File: src/rtl/clk_div_pkg.sv
// Shared constants and helpers for the programmable clock divider bank.
package clk_div_pkg;

    localparam int unsigned CNT_W_DEF        = 25;
    localparam int unsigned DEFAULT_HALF_DEF = 12_499_999;  // 2 Hz at 50 MHz

    // Ceiling log2, minimum result 1.
    function automatic int unsigned clog2(input int unsigned n);
        int unsigned w;
        w = 1;
        while ((32'd1 << w) < n) begin
            w++;
        end
        return w;
    endfunction

    // Channel index width; the bank never exceeds eight channels.
    localparam int unsigned CH_IDX_W = clog2(8);

endpackage

File: src/rtl/clk_div_channel.sv
// One divider channel: half-period counter, active/pending half-period,
// square-wave output and a registered rising-edge tick.
module clk_div_channel
    import clk_div_pkg::*;
#(
    parameter int unsigned CNT_W        = CNT_W_DEF,
    parameter int unsigned DEFAULT_HALF = DEFAULT_HALF_DEF
) (
    input  logic             clk,
    input  logic             rst_n,
    input  logic             en,
    input  logic             sync,
    input  logic             wr,
    input  logic [CNT_W-1:0] wr_half,
    output logic             clk_out,
    output logic             tick
);

    logic [CNT_W-1:0] cnt_q, cnt_d;
    logic [CNT_W-1:0] ha_q, ha_d;
    logic [CNT_W-1:0] hp_q, hp_d;
    logic             pv_q, pv_d;
    logic             out_q, out_d;
    logic             tick_q, tick_d;
    logic [CNT_W-1:0] half_next;
    logic             terminal;

    // Half-period to adopt at a terminal count or sync: a coincident write
    // wins over any older pending value.
    assign half_next = wr ? wr_half : (pv_q ? hp_q : ha_q);
    // >= rather than == so a disabled-channel load that lowers H below the
    // held count ends the half-period instead of wrapping the counter.
    assign terminal  = (cnt_q >= ha_q);

    // Next-state logic; priority sync > load > count.
    always_comb begin
        cnt_d  = cnt_q;
        ha_d   = ha_q;
        hp_d   = hp_q;
        pv_d   = pv_q;
        out_d  = out_q;
        tick_d = 1'b0;
        if (sync) begin
            cnt_d = '0;
            out_d = 1'b0;
            ha_d  = half_next;
            pv_d  = 1'b0;
        end else if (en) begin
            if (terminal) begin
                cnt_d  = '0;
                out_d  = ~out_q;
                tick_d = ~out_q;
                ha_d   = half_next;
                pv_d   = 1'b0;
            end else begin
                cnt_d = cnt_q + CNT_W'(1);
                if (wr) begin
                    hp_d = wr_half;
                    pv_d = 1'b1;
                end
            end
        end else if (wr) begin
            // Idle channel: no half-period in flight, take the value now.
            ha_d = wr_half;
            pv_d = 1'b0;
        end
    end

    // State registers with synchronous active-low reset.
    always_ff @(posedge clk) begin
        if (!rst_n) begin
            cnt_q  <= '0;
            ha_q   <= CNT_W'(DEFAULT_HALF);
            hp_q   <= CNT_W'(DEFAULT_HALF);
            pv_q   <= 1'b0;
            out_q  <= 1'b0;
            tick_q <= 1'b0;
        end else begin
            cnt_q  <= cnt_d;
            ha_q   <= ha_d;
            hp_q   <= hp_d;
            pv_q   <= pv_d;
            out_q  <= out_d;
            tick_q <= tick_d;
        end
    end

    assign clk_out = out_q;
    assign tick    = tick_q;

endmodule

File: src/rtl/clk_div_bank.sv
// Bank of independent programmable clock dividers. Outputs are enables /
// levels for logic in the clk_50MHz domain, not clocks.
module clk_div_bank
    import clk_div_pkg::*;
#(
    parameter int unsigned N_CH         = 4,
    parameter int unsigned CNT_W        = CNT_W_DEF,
    parameter int unsigned DEFAULT_HALF = DEFAULT_HALF_DEF
) (
    input  logic                clk_50MHz,
    input  logic                rst_n,
    input  logic [N_CH-1:0]     en,
    input  logic                sync,
    input  logic                load,
    input  logic [CH_IDX_W-1:0] load_ch,
    input  logic [CNT_W-1:0]    load_half,
    output logic [N_CH-1:0]     clk_out,
    output logic [N_CH-1:0]     tick
);

    logic [N_CH-1:0] wr;

    // Decode load_ch into per-channel write strobes; indices >= N_CH match none.
    always_comb begin
        wr = '0;
        for (int i = 0; i < N_CH; i++) begin
            wr[i] = load && (load_ch == CH_IDX_W'(i));
        end
    end

    for (genvar g = 0; g < N_CH; g++) begin : g_ch
        clk_div_channel #(
            .CNT_W        (CNT_W),
            .DEFAULT_HALF (DEFAULT_HALF)
        ) u_ch (
            .clk     (clk_50MHz),
            .rst_n   (rst_n),
            .en      (en[g]),
            .sync    (sync),
            .wr      (wr[g]),
            .wr_half (load_half),
            .clk_out (clk_out[g]),
            .tick    (tick[g])
        );
    end

endmodule

File: config.mk
export PLATFORM = sky130hd
export DESIGN_NAME = clk_div_bank
export DESIGN_NICKNAME = d
export VERILOG_FILES = /design/src/rtl/clk_div_pkg.sv /design/src/rtl/clk_div_channel.sv /design/src/rtl/clk_div_bank.sv
export SDC_FILE = /design/constraint.sdc
export NUM_CORES = 1
export LEC_CHECK = 0
export ABC_AREA = 1
export BUFFER_PORTS_ARGS = -buffer_cell sky130_fd_sc_hd__buf_2
export CAP_MARGIN = 20
export CORE_MARGIN = 2
export CORE_UTILIZATION = 50
export CTS_CLUSTER_DIAMETER = 100
export CTS_CLUSTER_SIZE = 14
export DETAILED_ROUTE_END_ITERATION = 8
export GPL_TIMING_DRIVEN = 0
export PLACE_DENSITY = 0.75
export REMOVE_ABC_BUFFERS = 1
export SLEW_MARGIN = 20
export SYNTH_ARGS = -nofsm -noshare
export SYNTH_HDL_FRONTEND = slang
export SYNTH_SLANG_ARGS = --single-unit
File: constraint.sdc
create_clock -name clk_50MHz -period 5.55 [get_ports clk_50MHz]
set_clock_uncertainty 0.15 [all_clocks]
set_input_delay 0.2775 -clock clk_50MHz [delete_from_list [all_inputs] [get_ports clk_50MHz]]
set_output_delay 0.2775 -clock clk_50MHz [all_outputs]
set_load 0.01 [all_outputs]
==> impl_metrics.ini <==
[clock_tree]
post_cts_buffers = 0
clockBufferDepth = 3
clk_latency_ns = 0.56
cts_buffers = 26
ctsHtreeMaxLevel = 1
path_clk_slew_ns = 0.07
clock-root-buffer = clkbuf_16
tritoncts = built
cts.sinks = 312

[finish]
instances_no_fill = 3014
finish.utilization = 0.539
final_area_um2 = 19000
drive_gt1_frac = 0.0521
fillerInstances = 3375
antenna_cells = 0
area_growth_pct = 6.72
nets = 2693

[global_routing]
antenna_found_initial = 0
grt_pass1_vias = 15600
grt_max_degree = 126
grt_usage = 0.265
grt_pass1_wl_mm = 79.4
grt_overflow_total = 0

[setup_path]
cp_data_arrival_time_ns = 4.30
rr_endpoint = g_ch[0].u_ch.cnt_q[17]
r2r_start = g_ch[0].u_ch.ha_q[24]
cp-start-kind = primary input
rrSetupSlack_ns = 1.60
cp-endpoint = g_ch[3].u_ch.clk_out
startpoint = rst_n
worstPathRequired_ns = 5.86
critPathCaptureType = flip-flop
r2r.worst_path.cells = 10
worst-setup-path-type = primary input to flip-flop
cp_max_fo = 125

[timing]
slew_headroom = 0.295
rsz0062_at_grt = no
post-route-period-util = 0.720
hold_violations = 0
finalSetupViolCount = 0
slew_viol_final = 0
worst_pin_slew_ns = 1.06
holdWs_ns = 0.00607
period_needed_ns = 3.99
fmax_mhz = 250

[placement]
dp_hpwl_mm = 34.0
numPortBuffers = 43
gp_congestion = 0.904
dpl_cell_area_um2 = 18200
dp_cells = 2972

[synthesis]
synth_common_cells = 553 x nand2_1, 312 x dfxtp_1, 296 x inv_1
synth_top_cell_by_area = dfxtp_1
synthTopCellsByArea = dfxtp_1 35%, nand2_1 12%, nand3_1 7.5%, ha_1 7.3%, inv_1 6.2%
yosysMostFrequentCell = nand2_1
synth_cells = 2608
yosys_warnings = 0
syn_area_um2 = 17800
synth_edf_count = 0
ys_seq_elements = 312
synth_seq_area_share = 0.350
async_flop_share = 0
yosys.area.top_type_share = 0.350
syn_area_per_cell_um2 = 6.84
synth.distinct_cells = 43
synthFlopType = dfxtp_1

[outcome]
status = completed

[pwr]
powerDensity_nw_per_um2 = 247
cellLeakagePower_nw = 8.59
vdd.ir_drop.worst_mv = 0.264

[routing]
route.detailed.wl_per_inst_um = 16.5
drc = 0
first_iter_violations = 1403
firstDrtPassIters = 8
vias_per_cell = 5.69
drt-total-wl_mm = 49.6
ant_nets = 0
via_count = 17100

[die]
start_util = 0.505
die_w_um = 193
io_pins = 44
row_count = 69
die_y_um = 193
dieArea_um2 = 37200
core_area_um2 = 35300

[worst_hold_path]
hold_path.class = primary input to flip-flop

[run]
maxCapViolations = 0
[how the worst min path moves through the flow]
stage | startpoint | to | cells past startpoint
floorplan | rst_n | g_ch[2].u_ch.hp_q[1] | 1
finish | load_half[18] | g_ch[2].u_ch.ha_q[18] | 4
detailed placement | g_ch[2].u_ch.hp_q[1] | g_ch[2].u_ch.hp_q[1] | 2
global route | load_half[18] | g_ch[1].u_ch.ha_q[18] | 4
CTS | load_half[18] | g_ch[2].u_ch.ha_q[18] | 4
global placement | g_ch[3].u_ch.hp_q[7] | g_ch[3].u_ch.hp_q[7] | 2
[report_power, final]
part	switching [mW]	internal, mW
clock	0.840	0.857
combinational	0.424	0.214
sequential	0.0420	2.31
total	1.31	3.39
[per-stage QoR]
step                setup slack, ns  setup TNS (ns)  total power, mW
floorplan                      2.62               0             2.81
global placement              -1.37          -84.45             2.99
detailed placement             1.61               0             3.02
CTS                            1.55               0             4.70
global route                   1.27               0             4.87
finish                         1.56               0             4.69
[metal layers]
metal	GRT usage	wire length, um
met1	0.345	20900
met2	0.433	22500
met3	0.0387	3910
met4	0.119	2280
met5	0	0
[logic make-up (layout without fill, tap and decap cells)]
group | count (synthesis) | in the layout | share of synthesized area
xor gates and xnor gates | 37 | 37 | 0.0182
DFF | 312 | 312 | 0.350
and+or+nand+nor | 1258 | 1258 | 0.314
buffers and inverters | 453 | 398 | 0.103
AOI/OAI and AO/OA | 443 | 443 | 0.141
adders and majority gates | 104 | 104 | 0.0730
muxes | 1 | 1 | 0.000561
[cell type report]
type | count | area [um^2] | share of cell area
clock buffers | 27 | 676 | 0.0355
clock inverters | 1 | 11.3 | 0.000592
inverters | 305 | 1140 | 0.0602
multi-input cells | 1843 | 9820 | 0.516
flip-flops and latches | 312 | 6250 | 0.328
well taps | 461 | 577 | 0.0303
repair buffers | 65 | 546 | 0.0287
[critical path: stages]
cell           delay, ns
dlygate4sd3_1       0.56
buf_8               0.29
buf_16              0.42
inv_2               0.46
nor2_4              0.77
inv_1               0.74
or2_2               0.52
o21ai_0             0.13
[state kept, by name, indices dropped and copies added, names as in the netlist]
name and count:
g_ch.u_ch.tick 4, g_ch.u_ch.cnt_q 100, g_ch.u_ch.hp_q 100, g_ch.u_ch.ha_q 100
g_ch.u_ch.pv_q 4, g_ch.u_ch.clk_out 4
[timing repair]
action                    4_1_cts  5_1_grt
hold buffers                   14        0
resized for setup               0        0
hold endpoints to repair       85        0
[layout by cell type (no fill, tap or decap), drive strengths merged, types with 2 or more instances in the layout]
| master | instances |
|---|---|
| nand2 | 554 |
| dfxtp | 312 |
| inv | 305 |
| nand3 | 275 |
| nor2 | 254 |
| o21ai | 178 |
| a21oi | 150 |
| ha | 104 |
| o211ai | 95 |
| nand4 | 63 |
| nor3 | 63 |
| buf | 51 |
| nand3b | 27 |
| xor2 | 27 |
| clkbuf | 27 |
| dlygate4sd3 | 14 |
| nor4 | 11 |
| xnor2 | 10 |
| o21a | 7 |
| a21o | 5 |
| and3 | 4 |
| or2 | 4 |
| o22ai | 3 |
| o31ai | 2 |
| nor3b | 2 |
Power figures use the tool's default switching activity.
